File: config.mk
export PLATFORM = sky130hd
export DESIGN_NAME = pc_sequencer
export DESIGN_NICKNAME = d
export VERILOG_FILES = /design/src/rtl/pc_sequencer.sv
export SDC_FILE = /design/constraint.sdc
export NUM_CORES = 1
export LEC_CHECK = 0
export CORE_ASPECT_RATIO = 1.25
export CORE_MARGIN = 8
export CORE_UTILIZATION = 45
export DETAILED_ROUTE_END_ITERATION = 12
export MAX_ROUTING_LAYER = met4
export PLACE_DENSITY_LB_ADDON = 0.15
export SLEW_MARGIN = 20
export SYNTH_ARGS = -nofsm -noshare
export SYNTH_HDL_FRONTEND = slang
export SYNTH_SLANG_ARGS = --single-unit
export TNS_END_PERCENT = 5
File: constraint.sdc
create_clock -name CLK -period 4.05 [get_ports CLK]
set_input_delay 0.6075 -clock CLK [delete_from_list [all_inputs] [get_ports CLK]]
set_output_delay 0.6075 -clock CLK [all_outputs]
set_load 0.01 [all_outputs]
File: src/rtl/pc_sequencer.sv
// rtl/pc_sequencer.sv - program counter sequencer with branch, stall and watchdog timeout
// Four-state run controller: IDLE/RUN/DONE/TIMEOUT, all outputs registered or state-decoded.
module pc_sequencer #(
  parameter int WIDTH      = 64,
  parameter int WDOG_BITS  = 16,
  parameter int WDOG_LIMIT = 32
) (
  input  logic                 CLK,
  input  logic                 resetl,
  input  logic                 start,
  input  logic [WIDTH-1:0]     startpc,
  input  logic [WIDTH-1:0]     endpc,
  input  logic                 stall,
  input  logic                 uncondbranch,
  input  logic                 branch,
  input  logic                 zero,
  input  logic [WIDTH-1:0]     signextimm,
  output logic [WIDTH-1:0]     currentpc,
  output logic [WDOG_BITS-1:0] cycles,
  output logic                 running,
  output logic                 done,
  output logic                 timeout
);

  typedef enum logic [1:0] {
    S_IDLE    = 2'd0,
    S_RUN     = 2'd1,
    S_DONE    = 2'd2,
    S_TIMEOUT = 2'd3
  } state_t;

  localparam logic [WDOG_BITS-1:0] LIMIT    = WDOG_BITS'(WDOG_LIMIT);
  localparam logic [WDOG_BITS-1:0] LIMIT_M1 = WDOG_BITS'(WDOG_LIMIT - 1);

  state_t               r_state;
  logic [WIDTH-1:0]     r_pc;
  logic [WDOG_BITS-1:0] r_cycles;

  state_t               w_state_nx;
  logic [WIDTH-1:0]     w_pc_nx;
  logic [WDOG_BITS-1:0] w_cycles_nx;
  logic [WIDTH-1:0]     w_offset;
  logic                 w_take;
  logic [WIDTH-1:0]     w_nextpc;

  // Word offset: the two top bits of the immediate fall off the shift.
  assign w_offset = {signextimm[WIDTH-3:0], 2'b00};
  assign w_take   = uncondbranch | (branch & zero);
  assign w_nextpc = r_pc + (w_take ? w_offset : WIDTH'(4));

  always_comb begin
    w_state_nx  = r_state;
    w_pc_nx     = r_pc;
    w_cycles_nx = r_cycles;
    case (r_state)
      S_RUN: begin
        if (r_pc >= endpc) begin
          w_state_nx = S_DONE;
        end else if (r_cycles == LIMIT_M1) begin
          w_state_nx  = S_TIMEOUT;
          w_cycles_nx = LIMIT;
        end else begin
          w_cycles_nx = r_cycles + WDOG_BITS'(1);
          if (!stall) begin
            w_pc_nx = w_nextpc;
          end
        end
      end
      default: begin
        if (start) begin
          w_state_nx  = S_RUN;
          w_pc_nx     = startpc;
          w_cycles_nx = '0;
        end
      end
    endcase
  end

  always_ff @(posedge CLK or negedge resetl) begin
    if (!resetl) begin
      r_state  <= S_IDLE;
      r_pc     <= '0;
      r_cycles <= '0;
    end else begin
      r_state  <= w_state_nx;
      r_pc     <= w_pc_nx;
      r_cycles <= w_cycles_nx;
    end
  end

  assign currentpc = r_pc;
  assign cycles    = r_cycles;
  assign running   = (r_state == S_RUN);
  assign done      = (r_state == S_DONE);
  assign timeout   = (r_state == S_TIMEOUT);

endmodule

### After elaboration in Yosys (flattened, before gate mapping)

Index checks and enable logic that the tools add are counted.
Widths: inputs -> output; s select.

* $add $sub $neg: 2
* multiply operators: 0
* divide/modulo/power cells: 0
* $lt $le $gt $ge: 1
* eq/ne operators: 8
* shift-type cells: 0
* multiplexer cells: 14
* bitwise operators: 2
* reductions and logical operators: 4

Operators by type and width (count)
* $mux 64: 6
* $add 64x64->64: 1
* $ge 64x64->1: 1
* $mux 16: 4
* $add 16x1->16 const B: 1
* $eq 16x5->1 const B: 1
* $mux 2: 4
* $ne 2x2->1 const B: 3
* $eq 2x2->1 const B: 2
* $reduce_and 2->1: 2
* $reduce_and 4->1: 1
* $ne 3x1->1 const B: 1
* $eq 2x1->1 const B: 1
* $reduce_bool 2->1: 1
* $and 1x1->1: 1
* $or 1x1->1: 1

* register bits: 82
* latch bits: 0
* RAM bits: 0
* bits in read-only memories: 0
* bits of input ports: 199
* output and inout port bits: 83
* word-level logic and storage cells: 34
* memories: 0

### Depth between registers and ports, before layout

* depth after elaboration: 8
* gate-level depth with buffers: 15
* gate-level depth less buffers: 14

### Least setup slack after synthesis

No wires, ideal clock.

* kind: in2reg
* from: input port branch
* to: register r_pc[56], in the netlist currentpc[56]
* library setup time: 0.127 ns
* data arrival time: 3.863 ns
* data required time: 3.923 ns
* slack: 0.060 ns
* stages: 15
* buffers on the path: 1
* path through: a21oi_1 clkbuf_1 or2_2 ha_1 fa_1 a21o_1 a221o_1 a211oi_2 o31a_1 a21oi_2 a31oi_1 o31a_1 o221ai_1 a21oi_1 o21ai_0

* cells in the longest elaborated chain, start to end: 8

RTL lines
* start, declared: RTL line 15 `input logic branch,`
* $and 1x1->1: RTL line 48 `assign w_take = uncondbranch | (branch & zero);`
* $or 1x1->1: RTL line 48
* $mux 64: RTL line 49 `assign w_nextpc = r_pc + (w_take ? w_offset : WIDTH'(4));`
* $add 64x64->64: RTL line 49
* $mux 64: RTL line 64 `if (!stall) begin`
* $mux 64: RTL line 59 `end else if (r_cycles == LIMIT_M1) begin`
* $mux 64: RTL line 57 `if (r_pc >= endpc) begin`
* $mux 64: RTL line 55 `case (r_state)`
* end signal, assigned: RTL line 86 `r_pc <= w_pc_nx;`
* end, declared: RTL line 36 `logic [WIDTH-1:0] r_pc;`

Every way passes these cells. The select of a mux whose other input is x is not followed.
A chain may end at the register's enable or synchronous reset.

### Final worst setup path

* from: input port branch
* to: register r_pc[58], in the netlist currentpc[58]

The elaborated chain is that of the path after synthesis.

==> flow_summary.ini <==
[yosys]
synth_top_area_share_pct = 21.6
ys_seq_elements = 82
synth_async_sr_flop_share_pct = 100
synth-edff-count = 0
ys_types = 67
syn_inst = 1285
syn_avg_cell_area_sq_um = 7.38
synth_nets = 1611
synthTopCellsByArea = dfrtp_1, ha_1, a21oi_1
synth_ff_type = dfrtp_1
synth_top_area_cell = dfrtp_1
yosysWarnings = 0
yosysSeqAreaShare_pct = 21.6
syn-cell-area_sq_um = 9490

[sta]
rsz0062_at_grt = true
setup_violations = 0
clock.fmax_ghz = 0.251
maxSlewViolCount = 0
slew_headroom_pct = 32.8
hold_viol = 0
finalCritPeriodShare_pct = 98.2
fin_ws_ns = 0.0724
tns_ns = 0
skew_ns = 0.0154
tightestPinTransition_ns = 1.01
period_needed_ns = 3.98

[detailed_routing]
drt_wl_total_microns = 36100
drtIter0Drc = 484
vias = 11000
drt-vias-per-instance = 5.48
wl_per_cell_microns = 18.0
postRouteAntennaNets = 0
drc = 0
firstDrtPassIters = 5

[clock_tree]
cts_tree = done
clock_sinks = 82
clock_latency_ns = 0.36
cts.path.max_buffers = 2
cts_buffers = 9
h-tree-depth = 3
cts-root-buf = clkbuf_16
clk_pin_slew_worst_paths_ns = 0.07

[critical_path]
cp_max_fo = 3
worst_ep_arrival_time_ns = 4.27
crit_required_ns = 4.34
cp-start-kind = input port
critical_path_class = input port to flip-flop
cp-end-kind = flip-flop

[floorplanning]
die_area_sq_um = 26000
coreArea_sq_um = 20700
initial_core_util_pct = 45.7
io_pins = 282
die_w_microns = 146
fp.dieH_microns = 178
rows = 59

[flow_run]
drv_cap = 0

[cells_and_area]
drive_above_1_share_pct = 14.9
synthToLayoutAreaGrowth_pct = 51.7
seqCellArea_sq_um = 2050
mostFrequentLayoutCell = clkdlybuf4s50_1
design_area_sq_um = 14400
multi_input_area_sq_um = 6950
final_cell_mix = clkdlybuf4s50_1, buf_4, a21oi_1
nets = 2053
fill_cells = 1859
finalNonFillerCells = 2009

[min_path]
hold_class = input port to async pin

[global_routing]
grt_pass1_vias = 11200
grt_max_degree = 95
grt-ovfl-total = 0
grt_usage_pct = 27.7
antenna_found_initial = 3
grt_first_pass_wirelength_microns = 56800

[placement]
placed_cell_area_sq_um = 14000
pre_cts_slack_ns = -0.567
dp.cells = 1986
dpl.hpwl_microns = 29500
gp_congestion = 0.946
io_buffers = 279

[pwr]
power.total_uw = 10100
p_leak_uw = 0.00679
p_per_area_nw_per_um2 = 699
irDropWorstVdd_mv = 0.615

[run_status]
outcome = completed
-- layer usage --
layer	vias up	global-route usage, %	part of all wire, %
li1	5474	-	-
met1	5144	30.5	41
met2	326	49.2	50
met3	68	5.28	5.8
met4	0	10.3	3.3
met5	-	-	0
-- area by class of cell --
| class | count | area share (%) |
|---|---|---|
| multi-input combinational | 1058 | 48.3 |
| timing repair buffer | 496 | 30.9 |
| sequential | 82 | 14.3 |
| tap | 274 | 2.38 |
| inverter | 80 | 2.09 |
| clock buffer | 9 | 1.56 |
| clock inverter | 7 | 0.530 |
| antenna | 3 | 0.0522 |
-- power breakdown --
group / internal (uW) / leakage [uW] / switching (uW) / total, uW
Sequential: 1170 / 0.00101 / 462 / 1640
Combinational: 3670 / 0.00563 / 3860 / 7530
Clock: 485 / 0.000143 / 411 / 896
Total: 5330 / 0.00679 / 4730 / 10100
-- worst paths after layout --
path	start	endpoint	slack (ns)	depth (start not counted)
max	branch	currentpc[58]	0.07	17
min	resetl	cycles[8]	0.33	1
max reg2reg	currentpc[2]	currentpc[58]	0.44	14
min reg2reg	r_state[1]	r_state[1]	0.51	1
max in group asynchronous	resetl	currentpc[50]	2.81	2
min in group CLK	r_state[1]	r_state[1]	0.51	1
-- logic make-up (layout without fill, tap and decap cells) --
group | count (synthesis) | after routing | synth area share (%)
buffers and inverters | 145 | 592 | 5.89
adders and majority gates | 127 | 127 | 16.8
DFF | 82 | 82 | 21.6
muxes | 5 | 5 | 0.567
AOI/OAI and AO/OA | 430 | 430 | 27.7
and+or+nand+nor | 443 | 443 | 22.5
other | 0 | 3 | 0
xor gates and xnor gates | 53 | 53 | 4.89
-- worst max-delay path: stages --
cell and delay [ns]:
dlygate4sd2_1 0.24, a21oi_4 0.08, or2_4 0.26, ha_4 0.16
fa_2 0.36, a21o_1 0.18, a221o_1 0.33, a211oi_2 0.25
buf_4 0.16, nor4b_1 0.05, buf_4 0.13, o31a_1 0.29
o211ai_1 0.33, a311oi_2 0.20, o21a_1 0.23, o311ai_2 0.25
o21a_1 0.15
-- registers in the layout, indices dropped and copies added, names as in the netlist --
signal,count
r_state,2
currentpc,64
cycles,16
-- Yosys cell counts (all sizes together) (20+ instances only) --
library cell,instances
a21o,53
a21oi,150
a31oi,20
clkbuf,57
dfrtp,82
ha,126
inv,79
nand2,139
nand4,35
nor2,111
nor2b,68
o21a,21
o21ai,109
xnor2,31
xor2,22
-- what timing repair did --
item	4_1_cts	5_1_grt
setup buffers	3	1
endpoints found under the setup margin	15	17
gates resized for setup	10	9
pin swaps	10	4
hold buffers	0	0
hold endpoints to repair	0	0
-- metrics by stage --
step           hold WS [ns]  utilization, %
2_1_floorplan         0.312               -
3_3_place_gp          0.504            67.5
3_5_place_dp          0.504            67.5
4_1_cts               0.370            69.2
5_1_grt               0.417            69.4
6_report              0.335            69.4
No activity file was read; power rests on OpenSTA's default activity.
